<file path="config.mk">
export PLATFORM = sky130hd
export DESIGN_NAME = mem_burst_reader
export DESIGN_NICKNAME = d
export VERILOG_FILES = /design/src/rtl/mem_pkg.sv /design/src/rtl/mem_rsp_fifo2.sv /design/src/rtl/mem_burst_reader.sv
export SDC_FILE = /design/constraint.sdc
export NUM_CORES = 1
export LEC_CHECK = 0
export CAP_MARGIN = 20
export CORE_UTILIZATION = 49
export CTS_BUF_LIST = sky130_fd_sc_hd__clkbuf_8 sky130_fd_sc_hd__clkbuf_16
export CTS_CLUSTER_DIAMETER = 100
export DETAILED_ROUTE_END_ITERATION = 7
export GPL_TIMING_DRIVEN = 0
export PLACE_DENSITY = 0.85
export REMOVE_ABC_BUFFERS = 1
export SLEW_MARGIN = 20
export SYNTH_ARGS = -nofsm -noshare
export SYNTH_HDL_FRONTEND = slang
export SYNTH_SLANG_ARGS = --single-unit
</file>
<file path="constraint.sdc">
create_clock -name clock -period 6 [get_ports clock]
set_clock_uncertainty 0.2 [all_clocks]
set_input_delay 1.2 -clock clock [delete_from_list [all_inputs] [get_ports clock]]
set_output_delay 1.2 -clock clock [all_outputs]
set_load 0.1 [all_outputs]
</file>
<file path="src/rtl/mem_pkg.sv">
// Shared memory-side types for the 32x64 one-read/one-write synchronous-read memory
// and its burst reader client.
package mem_pkg;

  localparam int MEM_ADDR_W = 5;
  localparam int MEM_DATA_W = 64;

  typedef logic [MEM_ADDR_W-1:0] mem_addr_t;
  typedef logic [MEM_DATA_W-1:0] mem_data_t;

  typedef enum logic [1:0] {
    IDLE,
    RUN,
    DRAIN,
    DONE
  } burst_state_t;

endpackage

</file>
<file path="src/rtl/mem_rsp_fifo2.sv">
// Two-entry data+last FIFO that buffers memory read returns ahead of the
// response stream. The caller guarantees no push while full and no pop while empty.
module mem_rsp_fifo2 #(
  parameter int DATA_W = 64
) (
  input  logic              clock,
  input  logic              reset,
  input  logic              push,
  input  logic [DATA_W-1:0] push_data,
  input  logic              push_last,
  input  logic              pop,
  output logic [DATA_W-1:0] head_data,
  output logic              head_last,
  output logic [1:0]        count
);

  logic [1:0][DATA_W-1:0] data_q, data_d;
  logic [1:0]             last_q, last_d;
  logic                   wr_ptr_q, wr_ptr_d;
  logic                   rd_ptr_q, rd_ptr_d;
  logic [1:0]             count_q, count_d;

  always_comb begin
    data_d   = data_q;
    last_d   = last_q;
    wr_ptr_d = wr_ptr_q;
    rd_ptr_d = rd_ptr_q;
    count_d  = count_q + {1'b0, push} - {1'b0, pop};
    if (push) begin
      data_d[wr_ptr_q] = push_data;
      last_d[wr_ptr_q] = push_last;
      wr_ptr_d         = ~wr_ptr_q;
    end
    if (pop) begin
      rd_ptr_d = ~rd_ptr_q;
    end
  end

  always_ff @(posedge clock or posedge reset) begin
    if (reset) begin
      data_q   <= '0;
      last_q   <= '0;
      wr_ptr_q <= 1'b0;
      rd_ptr_q <= 1'b0;
      count_q  <= 2'd0;
    end else begin
      data_q   <= data_d;
      last_q   <= last_d;
      wr_ptr_q <= wr_ptr_d;
      rd_ptr_q <= rd_ptr_d;
      count_q  <= count_d;
    end
  end

  assign head_data = data_q[rd_ptr_q];
  assign head_last = last_q[rd_ptr_q];
  assign count     = count_q;

endmodule

</file>
<file path="src/rtl/mem_burst_reader.sv">
// Burst read client: issues sequential reads, absorbs the one-cycle read latency and
// streams words out with valid/ready/last. Optional macro MEM_BURST_READER_STATS_EN adds stall_cycles.
module mem_burst_reader
  import mem_pkg::*;
#(
  parameter int ADDR_W = MEM_ADDR_W,
  parameter int DATA_W = MEM_DATA_W
) (
  input  logic              clock,
  input  logic              reset,
  input  logic              start_valid,
  output logic              start_ready,
  input  logic [ADDR_W-1:0] start_addr,
  input  logic [ADDR_W:0]   start_len,
  output logic [ADDR_W-1:0] mem_raddr,
  output logic              mem_ren,
  input  logic [DATA_W-1:0] mem_rdata,
  output logic              rsp_valid,
  input  logic              rsp_ready,
  output logic [DATA_W-1:0] rsp_data,
  output logic              rsp_last,
  output logic              busy,
  output logic              done
`ifdef MEM_BURST_READER_STATS_EN
  ,
  output logic [15:0]       stall_cycles
`endif
);

  burst_state_t      state_q, state_d;
  logic [ADDR_W-1:0] addr_q, addr_d;
  logic [ADDR_W:0]   remaining_q, remaining_d;
  logic              inflight_q, inflight_d;
  logic              inflight_last_q, inflight_last_d;

  logic [1:0] fifo_count;
  logic [2:0] occ_after;
  logic       pop;
  logic       issue;
  logic       start_fire;

  assign start_fire = start_valid && (state_q == IDLE);
  assign rsp_valid  = (fifo_count != 2'd0);
  assign pop        = rsp_valid && rsp_ready;

  // Words buffered plus the one possibly in flight, after this cycle's pop; keeping
  // this below 2 is what guarantees the 2-entry FIFO never overflows.
  assign occ_after = {1'b0, fifo_count} + {2'b00, inflight_q} - {2'b00, pop};
  assign issue     = (state_q == RUN) && (remaining_q != '0) && (occ_after < 3'd2);

  always_comb begin
    state_d         = state_q;
    addr_d          = addr_q;
    remaining_d     = remaining_q;
    inflight_d      = issue;
    inflight_last_d = issue && (remaining_q == (ADDR_W+1)'(1));

    case (state_q)
      IDLE: begin
        if (start_fire) begin
          addr_d      = start_addr;
          remaining_d = start_len;
          state_d     = (start_len == '0) ? DONE : RUN;
        end
      end
      RUN: begin
        if (issue && (remaining_q == (ADDR_W+1)'(1))) begin
          state_d = DRAIN;
        end
      end
      DRAIN: begin
        // Finish in the cycle the final buffered word is handed off.
        if (!inflight_q && ((fifo_count == 2'd0) || ((fifo_count == 2'd1) && pop))) begin
          state_d = DONE;
        end
      end
      DONE:    state_d = IDLE;
      default: state_d = IDLE;
    endcase

    if (issue) begin
      addr_d      = addr_q + ADDR_W'(1);
      remaining_d = remaining_q - (ADDR_W+1)'(1);
    end
  end

  always_ff @(posedge clock or posedge reset) begin
    if (reset) begin
      state_q         <= IDLE;
      addr_q          <= '0;
      remaining_q     <= '0;
      inflight_q      <= 1'b0;
      inflight_last_q <= 1'b0;
    end else begin
      state_q         <= state_d;
      addr_q          <= addr_d;
      remaining_q     <= remaining_d;
      inflight_q      <= inflight_d;
      inflight_last_q <= inflight_last_d;
    end
  end

  mem_rsp_fifo2 #(
    .DATA_W(DATA_W)
  ) u_fifo (
    .clock    (clock),
    .reset    (reset),
    .push     (inflight_q),
    .push_data(mem_rdata),
    .push_last(inflight_last_q),
    .pop      (pop),
    .head_data(rsp_data),
    .head_last(rsp_last),
    .count    (fifo_count)
  );

  assign start_ready = (state_q == IDLE);
  assign busy        = (state_q != IDLE);
  assign done        = (state_q == DONE);
  assign mem_raddr   = addr_q;
  assign mem_ren     = issue;

`ifdef MEM_BURST_READER_STATS_EN
  logic [15:0] stall_q, stall_d;

  always_comb begin
    stall_d = stall_q;
    if (start_fire) begin
      stall_d = 16'd0;
    end else if (rsp_valid && !rsp_ready && (stall_q != 16'hFFFF)) begin
      stall_d = stall_q + 16'd1;
    end
  end

  always_ff @(posedge clock or posedge reset) begin
    if (reset) begin
      stall_q <= 16'd0;
    end else begin
      stall_q <= stall_d;
    end
  end

  assign stall_cycles = stall_q;
`endif

endmodule

</file>
## Yosys cells after proc, flatten, opt, wreduce, memory -nomap -nowiden

Cells that the tools add are included.
W data, S select, Z words.

- $add $sub $neg: 6
- Order comparisons: 4
- Equal/unequal tests: 8
- Multiplexer cells: 21
- Bitwise logic cells: 2
- Reduce and logical (&&, ||, !) cells: 20

Operators with widths:

| operator | count |
|---|---|
| $mux W64 | 3 |
| $bwmux W128 | 1 |
| $demux W64 S1 | 1 |
| $mux W6 | 3 |
| $mux W5 | 3 |
| $logic_and A1 B1 Y1 | 8 |
| $mux W2 | 4 |
| $pmux W2 S4 | 1 |
| $reduce_bool A2 Y1 | 4 |
| $eq A6 B1 Y1 const B | 1 |
| $logic_not A6 Y1 | 1 |
| $reduce_bool A6 Y1 | 1 |
| $sub A6 B1 Y6 const B | 1 |
| $add A5 B1 Y5 const B | 1 |
| $eq A2 B1 Y1 const B | 2 |
| $eq A2 B2 Y1 const B | 2 |
| $logic_not A2 Y1 | 2 |
| $lt A1 B2 Y1 const B | 2 |
| $ne A2 B2 Y1 const B | 2 |
| $add A2 B1 Y3 | 1 |
| $lt A3 B2 Y1 const B | 1 |
| $mux W1 | 3 |
| $reduce_and A3 Y1 | 1 |
| $sub A3 B1 Y3 | 1 |
| other kinds (10) | 11 |

- Flip-flop bits (word level): 149
- Input bits: 79
- Output and inout bits: 75
- Logic and storage cells: 72

## Longest topological paths before layout

- Depth after elaboration: 8
- Depth in mapped cells: 13
- Mapped depth without buffers: 12

## Cells and area by module

From an unflattened synthesis, not the netlist that was laid out.

- Cells, all modules: 467
- Area total of the unflattened synthesis: 6839.1 µm²

Modules (own cells, without submodules):

| module | instances | cells each | area an instance (µm²) | seq. area each (µm²) |
|---|---|---|---|---|
| mem_rsp_fifo2 | 1 | 361 | 5800.6 | 3353.2 |
| mem_burst_reader | 1 | 106 | 1038.5 | 375.4 |

## Worst setup path before layout

No wires, ideal clock.

- Path kind: input to output
- Start: input rsp_ready
- End: output mem_ren
- Arrival: 3.275 ns
- Data required time: 4.600 ns
- Path slack: 1.325 ns
- Stages: 10
- Buffers on the path: 1
- Cell sequence: and2_1 -> ha_1 -> inv_1 -> ha_1 -> inv_1 -> fa_1 -> xnor2_1 -> o311ai_4 -> inv_2 -> buf_2

- Cells in the longest elaborated chain, start to end: 4

Ends and longest elaborated chain:

| what | RTL line | text |
|---|---|---|
| start, declared | mem_burst_reader.sv:19 | `input logic rsp_ready,` |
| $logic_and A1 B1 Y1 | mem_burst_reader.sv:44 | `assign pop = rsp_valid && rsp_ready;` |
| $sub A3 B1 Y3 | mem_burst_reader.sv:48 | `assign occ_after = {1'b0, fifo_count} + {2'b00, inflight_q} - {2'b00, pop};` |
| $lt A3 B2 Y1 | mem_burst_reader.sv:49 | `assign issue = (state_q == RUN) && (remaining_q != '0) && (occ_after < 3'd2);` |
| $logic_and A1 B1 Y1 | mem_burst_reader.sv:49 |  |
| end, declared | mem_burst_reader.sv:16 | `output logic mem_ren,` |

No other way between the ends.

## Final worst setup path

- Start: input rsp_ready
- End: output mem_ren

- Cells in the longest elaborated chain, start to end: 4

Ends and longest elaborated chain:

| what | RTL line | text |
|---|---|---|
| $logic_and A1 B1 Y1 | mem_burst_reader.sv:44 |  |
| net pop | mem_burst_reader.sv:38 | `logic pop;` |
| $sub A3 B1 Y3 | mem_burst_reader.sv:48 |  |
| $lt A3 B2 Y1 | mem_burst_reader.sv:49 |  |
| $logic_and A1 B1 Y1 | mem_burst_reader.sv:49 |  |

The timed path passes the listed nets, and every way through them passes these cells.

==> qor.csv <==
stage;metric;value;unit
outcome;status;finished clean;
synthesis;syn_area_per_cell;14.22;µm²
global_routing;antenna_found_initial;0;
synthesis;syn_area;0.006713;mm²
synthesis;yosysUniqueCellTypes;35;
synthesis;netlist.area_leader.share;0.5555;
route;ant_nets;0;
global_routing;grt_max_degree;99;
global_routing;overflow;0;
synthesis;async_flop_share;1.000;
global_routing;grt_pass1_vias;4691;
place;dp.final_hpwl;9748;µm
cts;cts_buffer_depth;2;
global_routing;grt_usage;0.2125;
synthesis;synth_edf_count;0;
final_layout;fin_nets;714;
route;drt_iter0_drc;191;
final_layout;n_antenna_cell;0;
setup_path;crit_path_start_kind;input port;
floorplan;start_util;0.5049;
synthesis;synth_top_cell_by_area;dfrtp_1;
synthesis;post-synth-top-count-cell;mux2_2;
place;io_buffers;153;
cts;cts_sinks;149;
sta;tightest_slew;1.029;ns
sta;fin_crit_sh;0.9272;
route;vias;4323;
route;firstDrtPassIters;6;
cts;numCtsBuffers;17;
floorplan;die_x;119.0;µm
floorplan;num_rows;42;
route;drc;0;
floorplan;core_area;0.01330;mm²
setup_path;cp.arrival;4.16;ns
sta;hold_viol;0;
synthesis;synthCells;472;
sta;setup_violations;0;
route;viasPerCell;5.311;
final_layout;fin_util;0.6872;
sta;min_period;5.563;ns
sta;maxSlewHeadroom;0.3118;
global_routing;grt_pass1_wl;23490;µm
setup_path;worstPathRequired;4.60;ns
cts;htreeDepth;4;
setup_path;end_kind;output port;
final_layout;drive_gt1_frac;0.3840;
cts;worstSkewPairLatency;0.40;ns
synthesis;synth_warnings;0;
synthesis;synth-seq-area-share;0.5555;
route;routed_wl;14230;µm
floorplan;io_pins;154;
cts;cts_tree;done;
synthesis;ys.flop_type;dfrtp_1;
setup_path;critical_path_class;input port to output port;
sta;clock.fmax;0.1798;GHz
sta;slew_viol_final;0;
final_layout;area_growth;36.10;%
cts;cts_hold_buf;0;
worst_hold_path;worstHoldPathType;flip-flop to flip-flop;
setup_path;path_max_fanout;14;
place;place_congestion;0.7455;
route;avgRoutedWirePerCell;17.48;µm
cts;cts.root.buffer_cell;clkbuf_16;
cts;clk_pin_slew;0.06;ns
flow_run;drv_cap;0;
sta;rsz0062_at_grt;false;
synthesis;ys_ff_latch;149;
floorplan;die_h;119.0;µm
floorplan;die-area;0.01417;mm²
synthesis;synth_common_cells;mux2_2, dfrtp_1, clkbuf_1;
synthesis;synth_area_leaders;dfrtp_1, mux2_2, ha_1, clkbuf_1, inv_1;
registers in the layout, indices dropped and copies added, names as in the netlist:
| register | count |
|---|---|
| inflight_last_q | 1 |
| inflight_q | 1 |
| mem_raddr | 5 |
| remaining_q | 6 |
| state_q | 2 |
| u_fifo.count | 2 |
| u_fifo.data_q | 128 |
| u_fifo.last_q | 2 |
| u_fifo.rd_ptr_q | 1 |
| u_fifo.wr_ptr_q | 1 |
metal layers:
layer / GRT usage / wire length (µm)
met1: 0.2699 / 6208
met2: 0.3579 / 7184
met3: 0.04837 / 640
met4: 0.07120 / 198
met5: 0 / 0
repair_timing:
item,in CTS,in global routing
buffers inserted,0,0
gates resized for setup,1,2
pin swaps,0,0
cloned,0,0
setup endpoints to repair,1,1
cells by family (layout without fill, tap and decap cells):
| kind of cell | count (synthesis) | in the layout | synth area share |
|---|---|---|---|
| adders and majority gates | 10 | 10 | 0.01976 |
| muxes | 198 | 198 | 0.3320 |
| AOI/OAI and AO/OA | 26 | 26 | 0.02908 |
| DFF | 149 | 149 | 0.5555 |
| buffers and inverters | 38 | 204 | 0.02255 |
| and+or+nand+nor | 47 | 47 | 0.03597 |
| xor gates and xnor gates | 4 | 4 | 0.005220 |
final cells by class:
| cell class | instances | area, µm² |
|---|---|---|
| Timing Repair Buffer | 158 | 1634 |
| Sequential cell | 149 | 3732 |
| Multi-Input combinational cell | 285 | 2848 |
| Inverter | 14 | 60.06 |
| Clock inverter | 12 | 175.2 |
| Clock buffer | 20 | 466.7 |
| Fill cell | 914 | 4159 |
| Tap cell | 176 | 220.2 |
per-stage QoR:
step / TNS [ns] / hold slack, ns / setup slack (ns) / std cells / cell area [µm²]
3_3_place_gp: -163.01 / 0.2759 / -1.082 / 777 / 8366
6_report: 0 / 0.3004 / 0.4369 / 814 / 9136
4_1_cts: 0 / 0.3013 / 0.03084 / 814 / 9140
5_1_grt: 0 / 0.3178 / 0.2535 / 814 / 9136
3_5_place_dp: -0.2580 / 0.2867 / -0.2580 / 782 / 8499
2_1_floorplan: 0 / 0.2633 / 0.5920 / 448 / 6614
path summary, 6_finish.rpt:
kind | from | end | slack (ns) | depth (start not counted)
min | u_fifo.data_q[80]$_DFFE_PP0P_ | u_fifo.data_q[80]$_DFFE_PP0P_ | 0.30 | 1
max in group asynchronous | reset | u_fifo.data_q[9]$_DFFE_PP0P_ | 3.81 | 3
max reg2reg | u_fifo.count[1]$_DFF_PP0_ | state_q[1]$_DFFE_PP0P_ | 2.50 | 11
max | rsp_ready | mem_ren | 0.44 | 11
min in group asynchronous | reset | u_fifo.data_q[126]$_DFFE_PP0P_ | 1.00 | 2
min reg2reg | u_fifo.data_q[80]$_DFFE_PP0P_ | u_fifo.data_q[80]$_DFFE_PP0P_ | 0.30 | 1
placed cells by master (no fill, tap or decap), types with 3 or more instances in the layout:
| cell | instances |
|---|---|
| mux2_2 | 197 |
| clkdlybuf4s50_1 | 152 |
| dfrtp_1 | 148 |
| clkbuf_16 | 17 |
| inv_1 | 12 |
| nand2_1 | 11 |
| nand3_1 | 9 |
| ha_1 | 9 |
| o21ai_0 | 8 |
| a21oi_1 | 6 |
| nor2_1 | 5 |
| and2_1 | 4 |
| and3_1 | 4 |
| bufinv_16 | 4 |
| buf_12 | 4 |
| xor2_1 | 3 |
| nor4_1 | 3 |
| or3_1 | 3 |
| nor3_1 | 3 |
| clkbuf_8 | 3 |
| clkinv_2 | 3 |
| clkinvlp_4 | 3 |
critical path: stages:
cell and delay, ns:
clkdlybuf4s50_1 0.46, and2_1 0.16, ha_1 0.23, inv_1 0.06, ha_1 0.13, inv_1 0.05, fa_1 0.38, xnor2_1 0.40
o311ai_4 0.31, inv_2 0.27, clkbuf_2 0.50
Power is left out: the tool's default activity adds up to more than one toggle a clock period on the data nets, which glitch-free logic cannot reach.
